===== src/rtl/ex_result_buffer.sv =====
// Execute-stage result buffer: resolves the branch decision at push time and feeds the memory stage
// through a 2-entry in-order skid buffer. Optional flush port: define EX_RESULT_BUF_FLUSH_EN.
module ex_result_buffer #(
  parameter int DATA_W = 64,
  parameter int REG_W  = 5
) (
  input  logic              clk,
  input  logic              reset,
  input  logic              in_valid,
  output logic              in_ready,
  input  logic [DATA_W-1:0] alu_s,
  input  logic              alu_eq,
  input  logic              alu_ls,
  input  logic              alu_lu,
  input  logic [REG_W-1:0]  in_rd,
  input  logic              in_is_branch,
  input  logic [2:0]        in_funct3,
  output logic              out_valid,
  input  logic              out_ready,
  output logic [DATA_W-1:0] out_result,
  output logic [REG_W-1:0]  out_rd,
  output logic              out_is_branch,
  output logic              out_taken,
`ifdef EX_RESULT_BUF_FLUSH_EN
  input  logic              flush,
`endif
  output logic [1:0]        dbg_count
);

  localparam int E_W = DATA_W + REG_W + 2;

  localparam logic [1:0] EMPTY = 2'd0;
  localparam logic [1:0] ONE   = 2'd1;
  localparam logic [1:0] FULL  = 2'd2;

  // Handshake: a beat transfers on any rising edge where valid and ready are both high;
  // valid must not depend on ready, and in_ready is a register so out_ready never reaches it.
  logic [1:0]     r_count;
  logic [1:0]     w_count_nxt;
  logic           r_in_ready;
  logic [E_W-1:0] r_slot0;
  logic [E_W-1:0] r_slot1;
  logic [E_W-1:0] w_beat;
  logic           w_push;
  logic           w_pop;
  logic           w_flush;
  logic           w_taken;

`ifdef EX_RESULT_BUF_FLUSH_EN
  assign w_flush = flush;
`else
  assign w_flush = 1'b0;
`endif

  assign out_valid = (r_count != EMPTY);
  assign in_ready  = r_in_ready;
  assign w_push    = in_valid & r_in_ready;
  assign w_pop     = out_valid & out_ready;
  assign dbg_count = r_count;

  always_comb begin
    w_taken = 1'b0;
    if (in_is_branch) begin
      case (in_funct3)
        3'b000:  w_taken = alu_eq;
        3'b001:  w_taken = ~alu_eq;
        3'b100:  w_taken = alu_ls;
        3'b101:  w_taken = ~alu_ls;
        3'b110:  w_taken = alu_lu;
        3'b111:  w_taken = ~alu_lu;
        default: w_taken = 1'b0;
      endcase
    end
  end

  assign w_beat = {alu_s, in_rd, in_is_branch, w_taken};

  always_comb begin
    w_count_nxt = r_count;
    if (w_flush) begin
      w_count_nxt = EMPTY;
    end else begin
      case (r_count)
        EMPTY:   if (w_push) w_count_nxt = ONE;
        ONE: begin
          if (w_push && !w_pop)      w_count_nxt = FULL;
          else if (w_pop && !w_push) w_count_nxt = EMPTY;
        end
        FULL:    if (w_pop) w_count_nxt = ONE;
        default: w_count_nxt = EMPTY;
      endcase
    end
  end

  always_ff @(posedge clk or posedge reset) begin
    if (reset) begin
      r_count    <= EMPTY;
      r_in_ready <= 1'b1;
    end else begin
      r_count    <= w_count_nxt;
      r_in_ready <= (w_count_nxt != FULL);
    end
  end

  // A flushed push is simply not written; stale slot data stays hidden behind out_valid=0.
  always_ff @(posedge clk or posedge reset) begin
    if (reset) begin
      r_slot0 <= '0;
      r_slot1 <= '0;
    end else if (!w_flush) begin
      case (r_count)
        EMPTY: if (w_push) r_slot0 <= w_beat;
        ONE: begin
          if (w_push && w_pop) r_slot0 <= w_beat;
          else if (w_push)     r_slot1 <= w_beat;
        end
        FULL:    if (w_pop) r_slot0 <= r_slot1;
        default: ;
      endcase
    end
  end

  assign {out_result, out_rd, out_is_branch, out_taken} = r_slot0;

endmodule


===== config.mk =====
export PLATFORM = sky130hd
export DESIGN_NAME = ex_result_buffer
export DESIGN_NICKNAME = d
export VERILOG_FILES = /design/src/rtl/ex_result_buffer.sv
export SDC_FILE = /design/constraint.sdc
export NUM_CORES = 1
export LEC_CHECK = 0
export BUFFER_PORTS_ARGS = -buffer_cell sky130_fd_sc_hd__buf_2
export CAP_MARGIN = 10
export CORE_MARGIN = 2
export CORE_UTILIZATION = 40
export CTS_CLUSTER_SIZE = 30
export DETAILED_ROUTE_END_ITERATION = 16
export PLACE_DENSITY_LB_ADDON = 0.3
export SYNTH_ARGS = -nofsm -noshare
export SYNTH_HDL_FRONTEND = slang
export SYNTH_SLANG_ARGS = --single-unit

===== constraint.sdc =====
create_clock -name clk -period 5.2 [get_ports clk]
set_input_delay 0.26 -clock clk [delete_from_list [all_inputs] [get_ports clk]]
set_output_delay 0.26 -clock clk [all_outputs]
set_load 0.02 [all_outputs]

==> results of run 1 <==
==> power by group through the flow <==
stage               sequential (mW)  clock (mW)  combinational, mW
floorplan                      2.29           0               1.02
global placement               1.99           0               1.77
detailed placement             2.01           0               1.82
CTS                            2.01        1.16               1.83
global route                   2.08        1.21               1.95
finish                         2.01        1.13               1.80
==> state kept, by name, summed over array words and instances (netlist names) <==
register,cells
dbg_count,2
r_slot0,71
in_ready,1
r_slot1,71
==> routing by layer <==
layer,up-vias,part of all wire,track usage
li1,1973,-,-
met1,2072,0.46,0.222
met2,115,0.47,0.250
met3,9,0.065,0.0579
met4,0,0.0066,0.0417
met5,-,0,0
==> per-stage QoR <==
| step | area (um2) | util | power (mW) | hold WS [ns] |
|---|---|---|---|---|
| final | 7870 | 0.495 | 4.94 | 0.0945 |
| after global placement | 7310 | 0.460 | 3.76 | 0.406 |
| after floorplan | 6490 | - | 3.32 | 0.372 |
| after global routing | 7870 | 0.495 | 5.24 | 0.0804 |
| after detailed placement | 7310 | 0.460 | 3.83 | 0.412 |
| after CTS | 7870 | 0.495 | 5.00 | 0.0744 |
==> worst register-to-register path, stage by stage, from the launching register on <==
cell and delay, ns:
dfstp_2 0.54, nand2_1 0.20, o31ai_4 0.22, buf_4 0.52, buf_4 0.76, nor2_1 0.18, a21oi_1 0.15
==> layout by cell type (no fill, tap or decap), types with 2 or more instances in the layout <==
cell type	netlist	routed
dfrtp_1	144	144
clkbuf_8	1	2
clkinv_2	0	4
a21oi_1	72	72
clkbuf_16	0	17
buf_4	4	6
xnor2_1	2	2
clkinvlp_4	0	5
buf_2	16	154
nor2_1	73	73
clkbuf_1	3	2
inv_1	3	2
mux2_4	68	68
mux2_2	3	3
mux2i_1	73	73
==> what timing repair did <==
item                                   in CTS  in global routing
setup endpoints to repair                   0                  0
buffers inserted                            0                  0
endpoints found under the hold margin      49                  0
hold buffers                                1                  0
==> cell families (layout without fill, tap and decap cells) <==
logic type | Yosys count | count (layout) | share of synthesized area
mux | 144 | 144 | 0.275
flops | 145 | 145 | 0.559
xor+xnor | 2 | 2 | 0.00270
simple gates | 82 | 82 | 0.0537
buf+inv | 35 | 195 | 0.0458
compound gates | 78 | 78 | 0.0640
==> layout make-up <==
type | instances | area (um2)
Tap cell | 216 | 270
Clock inverter | 10 | 87.6
Inverter | 3 | 16.3
Timing Repair Buffer | 161 | 826
Fill cell | 1460 | 8020
Multi-Input combinational cell | 306 | 2580
Sequential cell | 145 | 3630
Clock buffer | 21 | 460
==> how the worst max path moves through the flow <==
stage,endpoint,cells after the start,slack [ns],startpoint
2_1_floorplan,dbg_count[0]$_DFF_PP0_,1,1.05,reset
3_3_place_gp,r_slot0[32]$_DFFE_PP0P_,6,2.71,in_ready$_DFF_PP1_
3_5_place_dp,r_slot0[36]$_DFFE_PP0P_,5,2.61,in_ready$_DFF_PP1_
4_1_cts,r_slot0[33]$_DFFE_PP0P_,6,2.59,in_ready$_DFF_PP1_
5_1_grt,r_slot0[35]$_DFFE_PP0P_,6,2.37,in_ready$_DFF_PP1_
6_report,r_slot0[70]$_DFFE_PP0P_,6,2.56,in_ready$_DFF_PP1_
==> results.py, run 1 <==
metrics = {
    "yosys": {
        "ys.warnings.count": 0,
        "synth_edf_count": 0,
        "synth_top_area_share": 0.555,
        "ys_seq_area_frac": 0.559,
        "postSynthAreaPerCell_um2": 13.4,
        "ys_types": 30,
        "synth_top_cell_by_area": "dfrtp_1",
        "synth_commonest_cells": "dfrtp_1 (144), mux2i_1 (73), nor2_1 (73)",
        "async_flop_share": 1.00,
        "synth_area_leaders": "dfrtp_1 (55%), mux2_4 (16%), mux2i_1 (11%)",
        "synth_area_um2": 6490,
        "synth_cells": 486,
        "synth-seq-cells": 145,
        "synth_nets": 566,
        "yosysMostFrequentCell": "dfrtp_1",
        "ys.flop_type": "dfrtp_1",
    },
    "flow_run": {
        "cap_violations": 0,
    },
    "clock_network": {
        "cts_buffer_depth": 2,
        "clk_latency_ns": 0.41,
        "cts_tree": "done",
        "clock_sinks": 145,
        "cts_resized": 0,
        "root_buffer": "clkbuf_16",
        "clkTransAtPathRegs_ns": 0.06,
        "cts_made_buffers": 17,
        "cts_max_level": 4,
    },
    "timing": {
        "fin_tns_setup_ns": 0,
        "setup_violations": 0,
        "slew_violations": 0,
        "rsz0062_at_grt": "false",
        "fin_crit_sh": 0.508,
        "worst_pin_slew_ns": 0.983,
        "hold_violations": 0,
        "clock_skew_ns": 0.00827,
        "fin_crit_ns": 2.64,
        "relSlewSlack": 0.345,
        "max_freq_mhz": 378,
        "worst_slack_ns": 2.56,
    },
    "cells_and_area": {
        "final_cells": 862,
        "drive_above_1_share": 0.415,
        "diodes": 0,
        "layout-area-overhead-vs-synth_pct": 21.2,
        "fin_nets": 714,
    },
    "floorplan": {
        "dieArea_um2": 17300,
        "fp.coreArea_um2": 15900,
        "rows": 46,
        "die_w_um": 131,
        "io_pins": 155,
        "start_util": 0.409,
        "die-height_um": 131,
    },
    "drt": {
        "avgViaCountPerCell": 4.84,
        "wirelength_um": 13800,
        "routedWlPerCell_um": 16.0,
        "dr.first_iter.drc_count": 149,
        "drcViolationCount": 0,
        "vias": 4169,
        "drtAntennaViolNets": 0,
        "firstDrtPassIters": 4,
    },
    "placed_design": {
        "dp_hpwl_um": 8900,
        "placed_cells": 830,
        "port_buffers": 154,
        "gp_congestion": 0.725,
        "dp_slack_ns": 2.61,
    },
    "power_and_ir_drop": {
        "switching_share": 0.350,
        "power_density_nw_per_um2": 628,
        "clockPowerShare": 0.229,
        "share_seq_of_total_power": 0.407,
        "combPwrFrac": 0.364,
        "switchingPower_mw": 1.73,
        "p_leak_nw": 4.01,
        "power.internal_mw": 3.21,
        "ir_drop_mv": 0.323,
    },
    "hold_path": {
        "hold_class": "in -> reg",
        "hp-start": "alu_s[20]",
        "hold_depth": 2,
        "hold_path_end": "r_slot1[27]$_DFFE_PP0P_",
    },
    "global_routing": {
        "grt_pass1_wl_um": 22600,
        "grt_pass1_vias": 4386,
        "grt_max_degree": 81,
        "grt_usage": 0.163,
        "grt.overflow.total": 0,
        "antenna_found_initial": 0,
    },
    "worst_setup_path": {
        "worst-path-buf-inv": 2,
        "rr_endpoint": "r_slot0[70]$_DFFE_PP0P_",
        "slowest_stage": "buf_4",
        "worstPathRequired_ns": 5.53,
        "critPathMostFrequentCell": "buf_4",
        "r2r_cells": 6,
        "critPathTopFamily": "buffers and inverters",
        "path_class": "reg -> reg",
        "r2r_start": "in_ready$_DFF_PP1_",
        "crit_arrival_ns": 2.98,
        "rrSetupSlack_ns": 2.56,
        "worstSetupEndpointType": "flip-flop",
        "critPathLaunchType": "flip-flop",
        "path_cells": "nand2_1 > o31ai_4 > buf_4 > buf_4 > nor2_1 > a21oi_1",
        "max_stage_delay_ns": 0.72,
        "cp_max_fo": 80,
    },
    "status": {
        "status": "complete, no violations",
    },
}
Note: power is estimated with default switching activity, not from simulation.
==> run 2, diff against run 1 <==
clock period = 2.33 ns   (was 5.2 ns; I/O delays follow)
==> results.py, run 2 (synthesis results as in run 1) <==
metrics = {
    "timing": {
        "setup_violations": 0,
        "slew_violations": 0,
        "max_freq_mhz": 504,
        "rsz0062_at_grt": "false",
        "fin_tns_setup_ns": 0,
        "holdWs_ns": 0.0264,
        "hold_violations": 0,
        "fin_crit_sh": 0.851,
        "clock_skew_ns": 0.00678,
        "worst_pin_slew_ns": 0.513,
        "fin_crit_ns": 1.98,
        "relSlewSlack": 0.658,
    },
    "cells_and_area": {
        "diodes": 0,
        "final_cell_mix": "buf_2 (154), dfrtp_1 (144), mux2i_1 (73), nor2_1 (73), a21oi_1 (72)",
        "fin_nets": 789,
        "drive_above_1_share": 0.380,
        "layout-area-overhead-vs-synth_pct": 33.8,
        "layout_commonest_cell": "buf_2",
    },
    "clock_network": {
        "clkTransAtPathRegs_ns": 0.06,
        "clk_latency_ns": 0.41,
        "cts_resized": 0,
        "cts_buffer_depth": 2,
        "cts_tree": "done",
        "postCtsSetupBuffers": 0,
        "root_buffer": "clkbuf_16",
        "clock_sinks": 145,
        "ctsHoldBuffers": 70,
        "cts_max_level": 4,
        "cts_made_buffers": 17,
    },
    "global_routing": {
        "antenna_found_initial": 0,
        "grt_usage": 0.171,
        "grt_max_degree": 99,
        "grt_pass1_wl_um": 23700,
        "grt.overflow.total": 0,
        "grt_pass1_vias": 4694,
    },
    "power_and_ir_drop": {
        "p_leak_nw": 4.36,
        "ir_drop_mv": 0.626,
        "total_power_mw": 11.2,
        "power_density_nw_per_um2": 1280,
    },
    "drt": {
        "routedWlPerCell_um": 15.4,
        "dr.first_iter.drc_count": 220,
        "firstDrtPassIters": 6,
        "drcViolationCount": 0,
        "drtAntennaViolNets": 0,
        "wirelength_um": 14400,
        "avgViaCountPerCell": 4.75,
        "vias": 4447,
    },
    "status": {
        "status": "complete, no violations",
    },
    "placed_design": {
        "gp_congestion": 0.764,
        "port_buffers": 154,
        "dp_hpwl_um": 9100,
    },
    "floorplan": {
        "die-height_um": 131,
        "io_pins": 155,
        "fp.coreArea_um2": 15900,
        "die_w_um": 131,
        "rows": 46,
        "start_util": 0.409,
        "dieArea_um2": 17300,
    },
    "worst_setup_path": {
        "crit_arrival_ns": 2.27,
        "worstPathRequired_ns": 2.62,
        "critPathLaunchType": "flip-flop",
        "worstSetupEndpointType": "flip-flop",
        "path_class": "reg -> reg",
        "cp_max_fo": 12,
    },
    "hold_path": {
        "hold_class": "in -> reg",
    },
    "flow_run": {
        "cap_violations": 0,
    },
}
==> run 2: cell count changes in the layout (fill, tap and decap cells not counted) <==
cell           delta
clkinvlp_4        -1
buf_4             -2
clkinv_2          +2
buf_12            +8
inv_6             -1
clkbuf_8          -1
clkinv_4          +1
dlygate4sd3_1    +69
==> run 2: path summary, 6_finish.rpt <==
check / from / to / slack (ns) / cells after the start
min in group asynchronous: reset / r_slot0[16]$_DFFE_PP0P_ / 0.20 / 3
min reg2reg: r_slot1[12]$_DFFE_PP0P_ / r_slot1[12]$_DFFE_PP0P_ / 0.51 / 1
max reg2reg: in_ready$_DFF_PP1_ / r_slot1[58]$_DFFE_PP0P_ / 0.35 / 5
max: in_ready$_DFF_PP1_ / r_slot1[58]$_DFFE_PP0P_ / 0.35 / 5
min: out_ready / in_ready$_DFF_PP1_ / 0.03 / 2
max in group asynchronous: reset / r_slot0[68]$_DFFE_PP0P_ / 1.41 / 4
==> run 2: area by class of cell <==
type	count	area (um2)
inverters	3	15.0
fillers	1358	7190
clock inverters	11	91.3
repair buffers	236	1660
multi-input cells	306	2580
clock buffers	20	447
flip-flops and latches	145	3630
well taps	216	270
==> run 2: through the flow <==
step / cells / utilization / cell area [um2] / setup WS [ns]
after floorplan: 486 / - / 6500 / 0.395
after global placement: 836 / 0.469 / 7450 / 0.405
after detailed placement: 836 / 0.469 / 7450 / 0.358
after CTS: 937 / 0.547 / 8690 / 0.349
after global routing: 937 / 0.547 / 8690 / 0.271
final: 937 / 0.547 / 8690 / 0.347
==> run 2: metal layers <==
layer | global-route usage | vias to the layer above | part of all wire
met2 | 0.278 | 108 | 0.47
met4 | 0.0664 | 0 | 0.019
met5 | 0 | - | 0
met3 | 0.0405 | 18 | 0.043
li1 | - | 2133 | -
met1 | 0.220 | 2188 | 0.46
==> run 2: worst max-delay path, cell delays in order (launching register included) <==
cell     delay (ns)
dfstp_2        0.53
nand2_1        0.21
nor3b_4        0.33
buf_12         0.20
buf_4          0.26
mux2_4         0.32
==> run 2: power breakdown <==
part,internal (mW),total (mW),switching [mW]
combinational,2.02,4.18,2.15
clock,1.48,2.50,1.02
sequential,3.77,4.48,0.717
total,7.27,11.2,3.89
==> run 3, diff against run 2 <==
clock period = 1.9 ns   (was 2.33 ns; I/O delays follow)
==> results.py, run 3 (synthesis results as in run 1) <==
metrics = {
    "status": {
        "status": "complete, no violations",
    },
    "global_routing": {
        "grt_usage": 0.177,
        "grt_pass1_wl_um": 24600,
        "grt_max_degree": 73,
        "grt.overflow.total": 0,
        "antenna_found_initial": 0,
        "grt_pass1_vias": 4837,
    },
    "drt": {
        "vias": 4452,
        "wirelength_um": 14400,
        "firstDrtPassIters": 4,
        "avgViaCountPerCell": 4.73,
        "routedWlPerCell_um": 15.3,
        "drtAntennaViolNets": 0,
        "dr.first_iter.drc_count": 145,
        "drcViolationCount": 0,
    },
    "clock_network": {
        "clock_sinks": 145,
        "postCtsSetupBuffers": 0,
        "clkTransAtPathRegs_ns": 0.06,
        "cts_tree": "done",
        "cts_made_buffers": 17,
        "clk_latency_ns": 0.42,
        "cts_max_level": 4,
        "cts_buffer_depth": 2,
        "root_buffer": "clkbuf_16",
    },
    "hold_path": {
        "hold_path_end": "in_ready$_DFF_PP1_",
        "hold_class": "in -> reg",
        "hp-start": "in_valid",
        "hold_depth": 3,
    },
    "worst_setup_path": {
        "slowest_stage": "dfstp_2",
        "cp_max_fo": 40,
        "path_cells": "nand2_1 > nor3b_4 > buf_12 > mux2_4",
        "critPathTopFamily": "flip-flops",
        "worstPathRequired_ns": 2.19,
        "r2r_cells": 4,
        "worst-path-buf-inv": 1,
        "critPathLaunchType": "flip-flop",
        "crit_arrival_ns": 2.05,
        "rr_endpoint": "r_slot1[48]$_DFFE_PP0P_",
        "rrSetupSlack_ns": 0.14,
        "r2r_start": "in_ready$_DFF_PP1_",
        "worstSetupEndpointType": "flip-flop",
        "max_stage_delay_ns": 0.54,
        "path_class": "reg -> reg",
    },
    "cells_and_area": {
        "diodes": 0,
        "final_cells": 942,
        "final_cell_mix": "buf_2 (154), dfrtp_1 (144), mux2i_1 (73), nor2_1 (73)",
        "fin_nets": 793,
        "layout_commonest_cell": "buf_2",
        "layout-area-overhead-vs-synth_pct": 36.1,
        "drive_above_1_share": 0.382,
    },
    "power_and_ir_drop": {
        "combPwrFrac": 0.366,
        "share_seq_of_total_power": 0.386,
        "power_density_nw_per_um2": 1600,
        "power.internal_mw": 9.38,
        "p_leak_nw": 4.44,
        "switchingPower_mw": 4.81,
        "total_power_mw": 14.2,
        "clockPowerShare": 0.248,
        "switching_share": 0.339,
        "ir_drop_mv": 0.880,
    },
    "flow_run": {
        "cap_violations": 0,
    },
    "floorplan": {
        "die-height_um": 131,
        "dieArea_um2": 17300,
        "die_w_um": 131,
        "rows": 46,
        "fp.coreArea_um2": 15900,
        "start_util": 0.409,
        "io_pins": 155,
    },
    "timing": {
        "clock_skew_ns": 0.00699,
        "relSlewSlack": 0.699,
        "slew_violations": 0,
        "rsz0062_at_grt": "false",
        "setup_violations": 0,
        "worst_slack_ns": 0.144,
        "hold_violations": 0,
        "max_freq_mhz": 569,
        "holdWs_ns": 0.0441,
        "fin_crit_sh": 0.924,
        "worst_pin_slew_ns": 0.449,
        "fin_crit_ns": 1.76,
    },
    "placed_design": {
        "port_buffers": 154,
        "placed_cells": 838,
        "gp_congestion": 0.728,
        "dp_hpwl_um": 9190,
        "dp_slack_ns": 0.135,
    },
}
run 3: changes by cell type in the layout (fill, tap and decap cells not counted), sizes merged, moves of 2 or more:
cell	previous run	this run
dlygate4sd3	70	72
bufinv	1	3
buf	166	168
clkbuf	20	24
clkinv	7	2
run 3: area by class of cell:
type,instances,area [um2]
Multi-Input combinational cell,306,2580
Clock inverter,8,124
Timing Repair Buffer,240,1720
Fill cell,1349,7040
Clock buffer,24,502
Inverter,3,15.0
Tap cell,216,270
Sequential cell,145,3630
run 3: per-layer routing:
layer | global-route usage | vias up | wire, um
li1 | - | 2145 | -
met5 | 0 | - | 0
met3 | 0.0525 | 13 | 637
met4 | 0.0453 | 0 | 136
met2 | 0.289 | 110 | 7030
met1 | 0.232 | 2184 | 6620
run 3: timing repair:
item | in CTS | in global routing
resized for setup | 0 | 0
endpoints found under the hold margin | 252 | 0
hold buffers | 72 | 0
run 3: worst max path at each step:
stage | cells past startpoint | slack [ns] | startpoint | end
after floorplan | 1 | -0.01 | reset | dbg_count[0]$_DFF_PP0_
after global placement | 4 | 0.16 | in_ready$_DFF_PP1_ | r_slot1[7]$_DFFE_PP0P_
after detailed placement | 4 | 0.14 | in_ready$_DFF_PP1_ | r_slot1[3]$_DFFE_PP0P_
after CTS | 4 | 0.13 | in_ready$_DFF_PP1_ | r_slot1[48]$_DFFE_PP0P_
after global routing | 6 | 0.03 | in_ready$_DFF_PP1_ | r_slot0[23]$_DFFE_PP0P_
final | 4 | 0.14 | in_ready$_DFF_PP1_ | r_slot1[48]$_DFFE_PP0P_
run 3: worst register-to-register path, cell delays in order (launching register included):
cell and delay, ns:
dfstp_2 0.54, nand2_1 0.09, nor3b_4 0.31, buf_12 0.34
mux2_4 0.36
run 3: power by group through the flow:
stage                     clock network [mW]  registers, mW  logic [mW]
after floorplan                            0           6.28        2.80
after global placement                     0           5.44        4.94
after detailed placement                   0           5.46        5.11
after CTS                               3.61           5.46        5.25
after global routing                    3.76           5.66        5.61
final                                   3.52           5.48        5.18
run 3: through the flow:
step | instance area (um2) | TNS, ns | utilization
floorplan | 6500 | -1.90 | -
detailed placement | 7490 | 0 | 0.472
global placement | 7490 | 0 | 0.472
finish | 8840 | 0 | 0.557
global route | 8840 | 0 | 0.557
CTS | 8840 | 0 | 0.557
